[src/rtl/mcse_multi_ip_auth_sequencer.sv]
// Boot-time authentication sequencer: fetches each IP's golden PUF signature from
// secure memory and runs a PCM compare with timeout and bounded retry per IP.
//
// state       | meaning
// S_IDLE      | after reset, waiting for start with lc_success
// S_MEM_REQ   | one-cycle read strobe for the current IP's signature
// S_MEM_WAIT  | waiting for read data or memory timeout
// S_PCM_ISSUE | one-cycle PCM compare request
// S_PCM_WAIT  | waiting for PCM response or timeout, retries on mismatch
// S_NEXT      | advance to the next IP or finish
// S_DONE      | run complete (or aborted), bitmaps held
module mcse_multi_ip_auth_sequencer #(
  parameter int NUM_IP     = 4,
  parameter int SIG_W      = 256,
  parameter int ID_W       = 32,
  parameter int MEM_LENGTH = 16,
  parameter int SIG_BASE   = 0,
  parameter int TIMEOUT    = 255,
  parameter int MAX_RETRY  = 2,
  localparam int MEM_AW    = (MEM_LENGTH > 1) ? $clog2(MEM_LENGTH) : 1,
  localparam int IDX_W     = $clog2(NUM_IP) + 1
) (
  input  logic              clk,
  input  logic              rst,
  input  logic              start,
  input  logic              lc_success,
  output logic              mem_rd_en,
  output logic [MEM_AW-1:0] mem_addr,
  input  logic [SIG_W-1:0]  mem_rdData,
  input  logic              mem_rdData_valid,
  output logic [SIG_W-1:0]  pcm_sig_in,
  output logic [ID_W-1:0]   pcm_IP_ID_in,
  output logic [2:0]        pcm_instruction_in,
  output logic              pcm_sig_valid,
  input  logic              pcm_A_c,
  input  logic              pcm_comp_out,
  output logic [NUM_IP-1:0] ip_pass,
  output logic [NUM_IP-1:0] ip_fail,
  output logic [IDX_W-1:0]  cur_ip,
  output logic              busy,
  output logic              done,
  output logic              abort
);

  localparam int TMR_W = (TIMEOUT > 0) ? $clog2(TIMEOUT + 1) : 1;
  localparam int RTY_W = (MAX_RETRY > 0) ? $clog2(MAX_RETRY + 1) : 1;

  localparam logic [MEM_AW-1:0] ADDR_FIRST = MEM_AW'(SIG_BASE % MEM_LENGTH);
  localparam logic [MEM_AW-1:0] ADDR_LAST  = MEM_AW'(MEM_LENGTH - 1);
  localparam logic [TMR_W-1:0]  TMR_MAX    = TMR_W'(TIMEOUT);
  localparam logic [RTY_W-1:0]  RTY_MAX    = RTY_W'(MAX_RETRY);
  localparam logic [IDX_W-1:0]  IDX_LAST   = IDX_W'(NUM_IP - 1);

  typedef enum logic [2:0] {
    S_IDLE,
    S_MEM_REQ,
    S_MEM_WAIT,
    S_PCM_ISSUE,
    S_PCM_WAIT,
    S_NEXT,
    S_DONE
  } state_t;

  state_t            state, state_nxt;
  logic [IDX_W-1:0]  idx, idx_nxt;
  logic [RTY_W-1:0]  retry, retry_nxt;
  logic [TMR_W-1:0]  timer, timer_nxt;
  logic [MEM_AW-1:0] addr, addr_nxt;
  logic [NUM_IP-1:0] pass_nxt, fail_nxt;
  logic              abort_nxt;
  logic [SIG_W-1:0]  sig_nxt;
  logic [NUM_IP-1:0] idx_oh, hi_mask;
  logic              timed_out;

  assign idx_oh    = NUM_IP'(1) << idx;
  assign hi_mask   = ~(idx_oh - NUM_IP'(1));
  assign timed_out = (timer == TMR_MAX);

  assign busy               = (state != S_IDLE) && (state != S_DONE);
  assign done               = (state == S_DONE);
  assign mem_rd_en          = (state == S_MEM_REQ);
  assign mem_addr           = mem_rd_en ? addr : '0;
  assign pcm_sig_valid      = (state == S_PCM_ISSUE);
  assign pcm_instruction_in = busy ? 3'b001 : 3'b000;
  assign pcm_IP_ID_in       = ID_W'(idx);
  assign cur_ip             = idx;

  always_comb begin
    state_nxt = state;
    idx_nxt   = idx;
    retry_nxt = retry;
    addr_nxt  = addr;
    pass_nxt  = ip_pass;
    fail_nxt  = ip_fail;
    abort_nxt = abort;
    sig_nxt   = pcm_sig_in;

    if (busy && !lc_success) begin
      // Lifecycle gate lost: everything not yet passed from idx upward is failed.
      state_nxt = S_DONE;
      abort_nxt = 1'b1;
      fail_nxt  = ip_fail | (hi_mask & ~ip_pass);
    end else begin
      case (state)
        S_IDLE, S_DONE: begin
          if (start && lc_success) begin
            state_nxt = S_MEM_REQ;
            idx_nxt   = '0;
            retry_nxt = '0;
            addr_nxt  = ADDR_FIRST;
            pass_nxt  = '0;
            fail_nxt  = '0;
            abort_nxt = 1'b0;
          end
        end
        S_MEM_REQ: state_nxt = S_MEM_WAIT;
        S_MEM_WAIT: begin
          if (mem_rdData_valid) begin
            sig_nxt   = mem_rdData;
            state_nxt = S_PCM_ISSUE;
          end else if (timed_out) begin
            fail_nxt  = ip_fail | idx_oh;
            state_nxt = S_NEXT;
          end
        end
        S_PCM_ISSUE: state_nxt = S_PCM_WAIT;
        S_PCM_WAIT: begin
          if (pcm_A_c && pcm_comp_out) begin
            pass_nxt  = ip_pass | idx_oh;
            state_nxt = S_NEXT;
          end else if (pcm_A_c || timed_out) begin
            if (retry < RTY_MAX) begin
              retry_nxt = retry + 1'b1;
              state_nxt = S_PCM_ISSUE;
            end else begin
              fail_nxt  = ip_fail | idx_oh;
              state_nxt = S_NEXT;
            end
          end
        end
        S_NEXT: begin
          if (idx == IDX_LAST) begin
            state_nxt = S_DONE;
          end else begin
            idx_nxt   = idx + 1'b1;
            retry_nxt = '0;
            addr_nxt  = (addr == ADDR_LAST) ? '0 : addr + 1'b1;
            state_nxt = S_MEM_REQ;
          end
        end
        default: state_nxt = S_IDLE;
      endcase
    end

    if (state_nxt != state) begin
      timer_nxt = '0;
    end else if (!timed_out) begin
      timer_nxt = timer + 1'b1;
    end else begin
      timer_nxt = timer;
    end
  end

  always_ff @(posedge clk or negedge rst) begin
    if (!rst) begin
      state      <= S_IDLE;
      idx        <= '0;
      retry      <= '0;
      timer      <= '0;
      addr       <= '0;
      ip_pass    <= '0;
      ip_fail    <= '0;
      abort      <= 1'b0;
      pcm_sig_in <= '0;
    end else begin
      state      <= state_nxt;
      idx        <= idx_nxt;
      retry      <= retry_nxt;
      timer      <= timer_nxt;
      addr       <= addr_nxt;
      ip_pass    <= pass_nxt;
      ip_fail    <= fail_nxt;
      abort      <= abort_nxt;
      pcm_sig_in <= sig_nxt;
    end
  end

endmodule

[config.mk]
export PLATFORM = sky130hd
export DESIGN_NAME = mcse_multi_ip_auth_sequencer
export DESIGN_NICKNAME = d
export VERILOG_FILES = /design/src/rtl/mcse_multi_ip_auth_sequencer.sv
export SDC_FILE = /design/constraint.sdc
export NUM_CORES = 1
export LEC_CHECK = 0
export ABC_AREA = 1
export ABC_CLOCK_PERIOD_IN_PS = 2500
export CAP_MARGIN = 30
export CORE_AREA = 2 2 223 225
export CTS_CLUSTER_DIAMETER = 50
export DETAILED_ROUTE_END_ITERATION = 8
export DIE_AREA = 0 0 225 227
export HOLD_SLACK_MARGIN = 0.1
export MAX_ROUTING_LAYER = met4
export PLACE_DENSITY_LB_ADDON = 0.08
export SETUP_SLACK_MARGIN = 0.2
export SYNTH_ARGS = -nofsm -noshare
export SYNTH_HDL_FRONTEND = slang
export SYNTH_SLANG_ARGS = --single-unit
[constraint.sdc]
create_clock -name clk -period 2.5 [get_ports clk]
set_input_delay 0.375 -clock clk [delete_from_list [all_inputs] [get_ports clk]]
set_output_delay 0.375 -clock clk [all_outputs]
set_load 0.005 [all_outputs]
==> results by group, run 1 <==
Floorplanning
  – # IOs: 574
  – Site row count: 81
  – Die area: 51100 sq um
  – Total core area: 48500 sq um
  – Initial cell density of the core: 26.0%
  – Die H: 227 microns
  – Die Width: 225 microns

STA
  – Final hold slack: 0.369 ns
  – Endpoints failing hold: 0
  – Crit share post-route: 88.2%
  – Unrepaired setup endpoints after global routing: true
  – Fmax: 454 MHz
  – Setup TNS: 0 ns
  – Slew HR: 64.0%
  – Fin crit period: 2.20 ns
  – Worst slew pin tran: 0.541 ns
  – Clk_skew: 0.0220 ns
  – # setup viols final: 0
  – Max Slew Vio Count: 0

Power and ir drop
  – Leak: 9.71 nW
  – Pint: 19.2 mW
  – Seq pwr share: 30.8%
  – Combinational share of power: 44.0%
  – Sw Share: 27.9%
  – VDD IR max: 0.000621 V
  – Sw Pwr: 7.42 mW
  – Clk pwr share: 25.1%
  – Cell Pwr Density: 1290 nW/um^2

Worst setup path
  – R2r endpoint: pcm_sig_in[79]$_DFFE_PN0P_
  – Kind of end point of the critical path: primary output
  – Reg2Reg Setup Slack: 0.32 ns
  – Reg2reg start: state[1]$_DFF_PN0_
  – Reg2reg path depth: 10
  – Arr. time, crit path: 1.83 ns
  – Crit Path Class: register to primary output
  – Critical path required time: 2.12 ns
  – Max FO, Critical Path: 6
  – Critical Path Source Type: register

Route
  – Initial DRC count: 292
  – Avg WL per Cell: 20.5 microns
  – ANT nets after route: 0
  – DRC: 0
  – Via density: 4.12
  – Vias: 8572
  – Drt total wl: 42600 microns
  – Router iterations before antenna repair: 4

Clock tree
  – CTS tree: yes
  – Clock sink count: 285
  – CTS buffer count: 44
  – H-tree depth: 2
  – CTS clk-pin slew, worst paths: 0.06 ns
  – Root Buffer: clkbuf_16
  – Worst skew pair latency: 0.55 ns
  – Maximum buffer depth of the clock tree: 3

Finish
  – Final #Nets: 1686
  – Layout area overhead: 62.9%
  – Ratio of cells with drive above 1 in the final layout: 27.4%

Synthesis
  – Sequential area share after synthesis: 56.4%
  – Post-synthesis mux area share: 30.0%
  – Simple-gate area share of the yosys netlist: 4.26%
  – Post-synth top flop: dfrtp_1
  – Post-synth top area cell: dfrtp_1
  – Post-Syn Area per Cell: 15.5 sq um
  – Yosys cell types: 31
  – Largest cells by area after synthesis: dfrtp_1, mux2_4, buf_4
  – Most frequent cell after synthesis: dfrtp_1
  – Adder-Cell Fraction of Synth Area: 0.693%
  – Post-Synth XOR/XNOR Area: 0.277%
  – Mapped Cells: 815
  – Post-synth top area share: 56.4%
  – Post-synthesis compound-gate area fraction: 1.75%
  – #FFs+latches synth: 285
  – Synth warnings: 0
  – Top cells by count, synth: dfrtp_1, mux2_4, nand2_1, inv_1, buf_4
  – Number of synthesized flops with an enable pin: 0
  – Synthesized cell area: 12600 sq um
  – Asr flop ratio synth: 100%
  – Main combinational cell family by area after synthesis: multiplexers

Global route
  – Largest net degree at the start of global routing: 63
  – Gr usage total: 16.5%
  – Total congestion overflow: 0
  – Number of antenna violations at the first check in global routing: 7
  – Vias in the first global route: 9079
  – Global-route wire length before repair: 60400 microns

Placement
  – # port buffers: 542
  – Hpwl dp: 32000 microns
  – Gpl congestion: 0.782

Worst hold path
  – Worst hold path class: input port to asynchronous set/reset pin

Run
  – Max-cap violations: 0

Run status
  – Outcome: complete, no violations
==> cell families (layout without fill, tap and decap cells) <==
family                   Yosys count  count (layout)
flip-flops                       285             285
multiplexers                     257             257
AND/OR/NAND/NOR                  116             116
buffers and inverters            105             710
AO/OA/AOI/OAI                     40              40
adder cells (fa/ha/maj)            7               7
XOR/XNOR                           4               4
other                              1              39
==> repair_timing <==
item / CTS / global route
cloned: 0 / 3
endpoints found under the setup margin: 8 / 56
gates resized for setup: 13 / 11
hold buffers: 1 / 0
pin swaps: 1 / 2
hold endpoints to repair: 47 / 0
buffers inserted: 5 / 8
==> worst max path at each step <==
stage,startpoint,to
finish,state[1]$_DFF_PN0_,mem_addr[0]
global route,state[0]$_DFF_PN0_,done
CTS,state[0]$_DFF_PN0_,pcm_instruction_in[0]
detailed placement,lc_success,pcm_sig_in[106]$_DFFE_PN0P_
global placement,lc_success,pcm_sig_in[84]$_DFFE_PN0P_
floorplan,state[2]$_DFF_PN0_,pcm_sig_in[100]$_DFFE_PN0P_
==> area by class of cell <==
cell class,instances,area (sq um)
clock inverters,27,397
multi-input cells,455,4830
fillers,4566,28000
flip-flops and latches,285,7130
repair buffers,590,6080
diodes,8,20.0
well taps,622,778
inverters,40,160
clock buffers,53,1200
==> power by group through the flow <==
| stage | combinational [mW] | sequential, mW | clock (mW) |
|---|---|---|---|
| global placement | 11.6 | 8.19 | 0 |
| CTS | 11.8 | 8.20 | 6.90 |
| detailed placement | 11.6 | 8.19 | 0 |
| floorplan | 5.23 | 8.27 | 0 |
| finish | 11.7 | 8.20 | 6.68 |
| global route | 12.5 | 8.51 | 7.10 |
==> registers in the layout, summed over array words and instances (netlist names) <==
signal	cells
pcm_sig_in	256
retry	2
cur_ip	3
abort	1
ip_fail	4
ip_pass	4
timer	8
state	3
addr	4
==> routing by layer <==
| layer | wire [microns] | global-route usage (%) |
|---|---|---|
| met4 | 898 | 4.64 |
| met5 | 0 | - |
| met1 | 16600 | 18.4 |
| met2 | 21200 | 27.2 |
| met3 | 3930 | 6.61 |
==> cell usage in the layout, fill, tap and decap left out, types with 7 or more instances in the layout <==
master,instances
mux2_4,240
diode_2,8
nor2_1,17
clkbuf_16,48
nand4_1,10
conb_1,31
nand3_1,21
ha_1,7
inv_1,35
bufinv_16,9
mux2_2,16
clkdlybuf4s50_1,536
nor3_1,12
nand2_1,46
buf_4,27
o21ai_0,18
dfrtp_1,283
a21oi_1,16
buf_12,13
clkinv_2,8
==> metrics by stage <==
stage / instance area (sq um) / util (%) / power, mW / cells / worst slack (ns)
final: 20600 / 42.4 / 26.6 / 2080 / 0.295
after global routing: 20600 / 42.4 / 28.1 / 2079 / 0.186
after CTS: 20400 / 42.0 / 26.9 / 2061 / 0.199
after detailed placement: 18700 / 38.6 / 19.8 / 1975 / 0.179
after global placement: 18700 / 38.6 / 19.8 / 1975 / 0.199
after floorplan: 12800 / - / 13.5 / 845 / 0.641
==> critical path: stages, from the launching register on <==
cell,delay [ns]
dfrtp_2,0.47
inv_4,0.09
nand3_4,0.11
nor2_2,0.10
clkdlybuf4s50_1,0.51
No activity file was read; power rests on OpenSTA's default activity.
==> run 2: changes to the inputs <==
--- a/config.mk
+++ b/config.mk
@@ -6,12 +6,12 @@
 export NUM_CORES = 1
 export LEC_CHECK = 0
 export ABC_AREA = 1
-export ABC_CLOCK_PERIOD_IN_PS = 2500
+export ABC_CLOCK_PERIOD_IN_PS = 1900
 export CAP_MARGIN = 30
-export CORE_AREA = 2 2 223 225
+export CORE_AREA = 2 2 221 223
 export CTS_CLUSTER_DIAMETER = 50
 export DETAILED_ROUTE_END_ITERATION = 8
-export DIE_AREA = 0 0 225 227
+export DIE_AREA = 0 0 223 225
 export HOLD_SLACK_MARGIN = 0.1
 export MAX_ROUTING_LAYER = met4
 export PLACE_DENSITY_LB_ADDON = 0.08
==> constraint.sdc (replaced) <==
create_clock -name clk -period 1.9 [get_ports clk]
set_input_delay 0.285 -clock clk [delete_from_list [all_inputs] [get_ports clk]]
set_output_delay 0.285 -clock clk [all_outputs]
set_load 0.005 [all_outputs]
==> results by group, run 2 (same netlist as run 1, synthesis figures left out) <==
Finish
  – Fillers: 4323
  – Final #Nets: 1741
  – Design area: 21500 sq um
  – Largest register FFs: 256
  – Largest regs: pcm_sig_in x256, timer x8
  – Fin cells: 2124
  – Commonest non-fill, non-tap cell in the layout: clkdlybuf4s50_1
  – Most frequent cells in the layout: clkdlybuf4s50_1, dfrtp_1, mux2_4, dlymetal6s2s_1, buf_4
  – Utilization after layout: 45.3%
  – Largest Register: pcm_sig_in
  – Ratio of cells with drive above 1 in the final layout: 33.7%
  – Layout area overhead: 70.5%

Placement
  – Pre-CTS setup slack: -0.162 ns
  – Post-DP Area: 19100 sq um
  – # port buffers: 542
  – Gpl congestion: 0.781
  – Hpwl dp: 32100 microns
  – Placed cell count: 2008

Run status
  – Outcome: finished, violations left
  – Failing checks: setup timing

Global route
  – Largest net degree at the start of global routing: 55
  – Global-route wire length before repair: 61400 microns
  – Number of antenna violations at the first check in global routing: 5
  – Total congestion overflow: 0
  – Vias in the first global route: 9277
  – Gr usage total: 16.9%

STA
  – Fin crit period: 2.03 ns
  – Unrepaired setup endpoints after global routing: true
  – # setup viols final: 255
  – Final worst slack: -0.129 ns
  – Fmax: 493 MHz
  – Max Slew Vio Count: 0
  – Crit share post-route: 107%
  – Clk_skew: 0.0202 ns
  – Endpoints failing hold: 0

Worst setup path
  – Critical path required time: 2.33 ns
  – Crit path largest cell delay: 0.45 ns
  – Kind of end point of the critical path: register
  – Slowest CP cell: dfrtp_2
  – CP cell instances: buf_6 -> nor2_4 -> nand2_2 -> o21ai_4 -> buf_6 -> nor2_8 -> clkinv_4 -> nand3_4 -> buf_12 -> buf_12 -> mux2_4
  – Crit Path Class: register to register
  – Max FO, Critical Path: 21
  – Arr. time, crit path: 2.46 ns
  – Critical Path Source Type: register

Clock tree
  – CTS buffer count: 43
  – CTS tree: yes
  – Root Buffer: clkbuf_16
  – H-tree depth: 2
  – Maximum buffer depth of the clock tree: 3
  – Worst skew pair latency: 0.57 ns
  – Clock sink count: 285
  – CTS clk-pin slew, worst paths: 0.06 ns

Power and ir drop
  – Cell Pwr Density: 1650 nW/um^2
  – Total Power: 35.6 mW
  – Leak: 11.5 nW
  – VDD IR max: 0.000690 V

Route
  – DRC: 0
  – Met2 wire length: 22300 microns
  – Met1 WL: 16300 microns
  – Via density: 4.20
  – Router iterations before antenna repair: 5
  – Metal3 WL: 3380 microns
  – Top layer in use: met4
  – Drt total wl: 43000 microns
  – Vias: 8930
  – Initial DRC count: 312
  – Avg WL per Cell: 20.2 microns
  – ANT nets after route: 0

Floorplanning
  – Die area: 50200 sq um
  – Total core area: 47500 sq um
  – Die Width: 223 microns
  – Initial cell density of the core: 26.6%
  – # IOs: 574
  – Site row count: 80
  – Die H: 225 microns

Run
  – Max-cap violations: 0

Worst hold path
  – Worst hold path class: input port to asynchronous set/reset pin
[run 2: where the power goes]
group	internal (mW)	switching, mW
clock network	5.42	3.09
registers	9.05	1.60
logic	10.9	5.60
[run 2: layer usage]
| layer | up-vias | GRT usage [%] |
|---|---|---|
| li1 | 4078 | - |
| met1 | 4477 | 18.1 |
| met2 | 309 | 29.4 |
| met3 | 66 | 5.81 |
| met4 | 0 | 5.26 |
| met5 | - | - |
[run 2: repair_timing]
item / in CTS / in global routing
setup buffers: 14 / 17
hold buffers: 1 / 0
pin swaps: 6 / 17
endpoints found under the setup margin: 560 / 560
hold endpoints to repair: 285 / 0
gates cloned: 0 / 1
gates resized for setup: 71 / 216
[run 2: stage by stage]
stage	TNS [ns]	hold WS [ns]
2_1_floorplan	0	-0.0106
3_3_place_gp	-27.89	0.217
3_5_place_dp	-29.79	0.215
4_1_cts	-20.41	0.187
5_1_grt	-39.63	0.217
6_report	-23.09	0.205
[run 2: final cells by class]
| type | count | area [sq um] | share of cell area [%] |
|---|---|---|---|
| tap | 615 | 769 | 3.57 |
| timing repair buffer | 646 | 6850 | 31.8 |
| inverter | 40 | 170 | 0.790 |
| clock buffer | 53 | 1180 | 5.50 |
| sequential | 285 | 7130 | 33.1 |
| antenna | 5 | 12.5 | 0.0581 |
| clock inverter | 25 | 349 | 1.62 |
| multi-input combinational | 455 | 5080 | 23.6 |
[run 2: path summary, 6_finish.rpt]
path	start	endpoint	slack, ns	cells after the start
setup reg to reg	state[1]$_DFF_PN0_	pcm_sig_in[137]$_DFFE_PN0P_	-0.13	11
hold / removal	rst	pcm_sig_in[229]$_DFFE_PN0P_	0.21	2
min in group clk	mem_rdData[36]	pcm_sig_in[36]$_DFFE_PN0P_	0.33	2
setup / recovery	state[1]$_DFF_PN0_	pcm_sig_in[137]$_DFFE_PN0P_	-0.13	11
hold reg to reg	pcm_sig_in[149]$_DFFE_PN0P_	pcm_sig_in[149]$_DFFE_PN0P_	0.50	1
max in group asynchronous	rst	state[1]$_DFF_PN0_	0.97	3
[run 2: worst max-delay path, delay by kind of cell (launching register included)]
kind	cells	cell delay [ns]
buf+inv	5	0.72
mux	1	0.31
flops	1	0.45
compound gates	1	0.08
simple gates	4	0.33
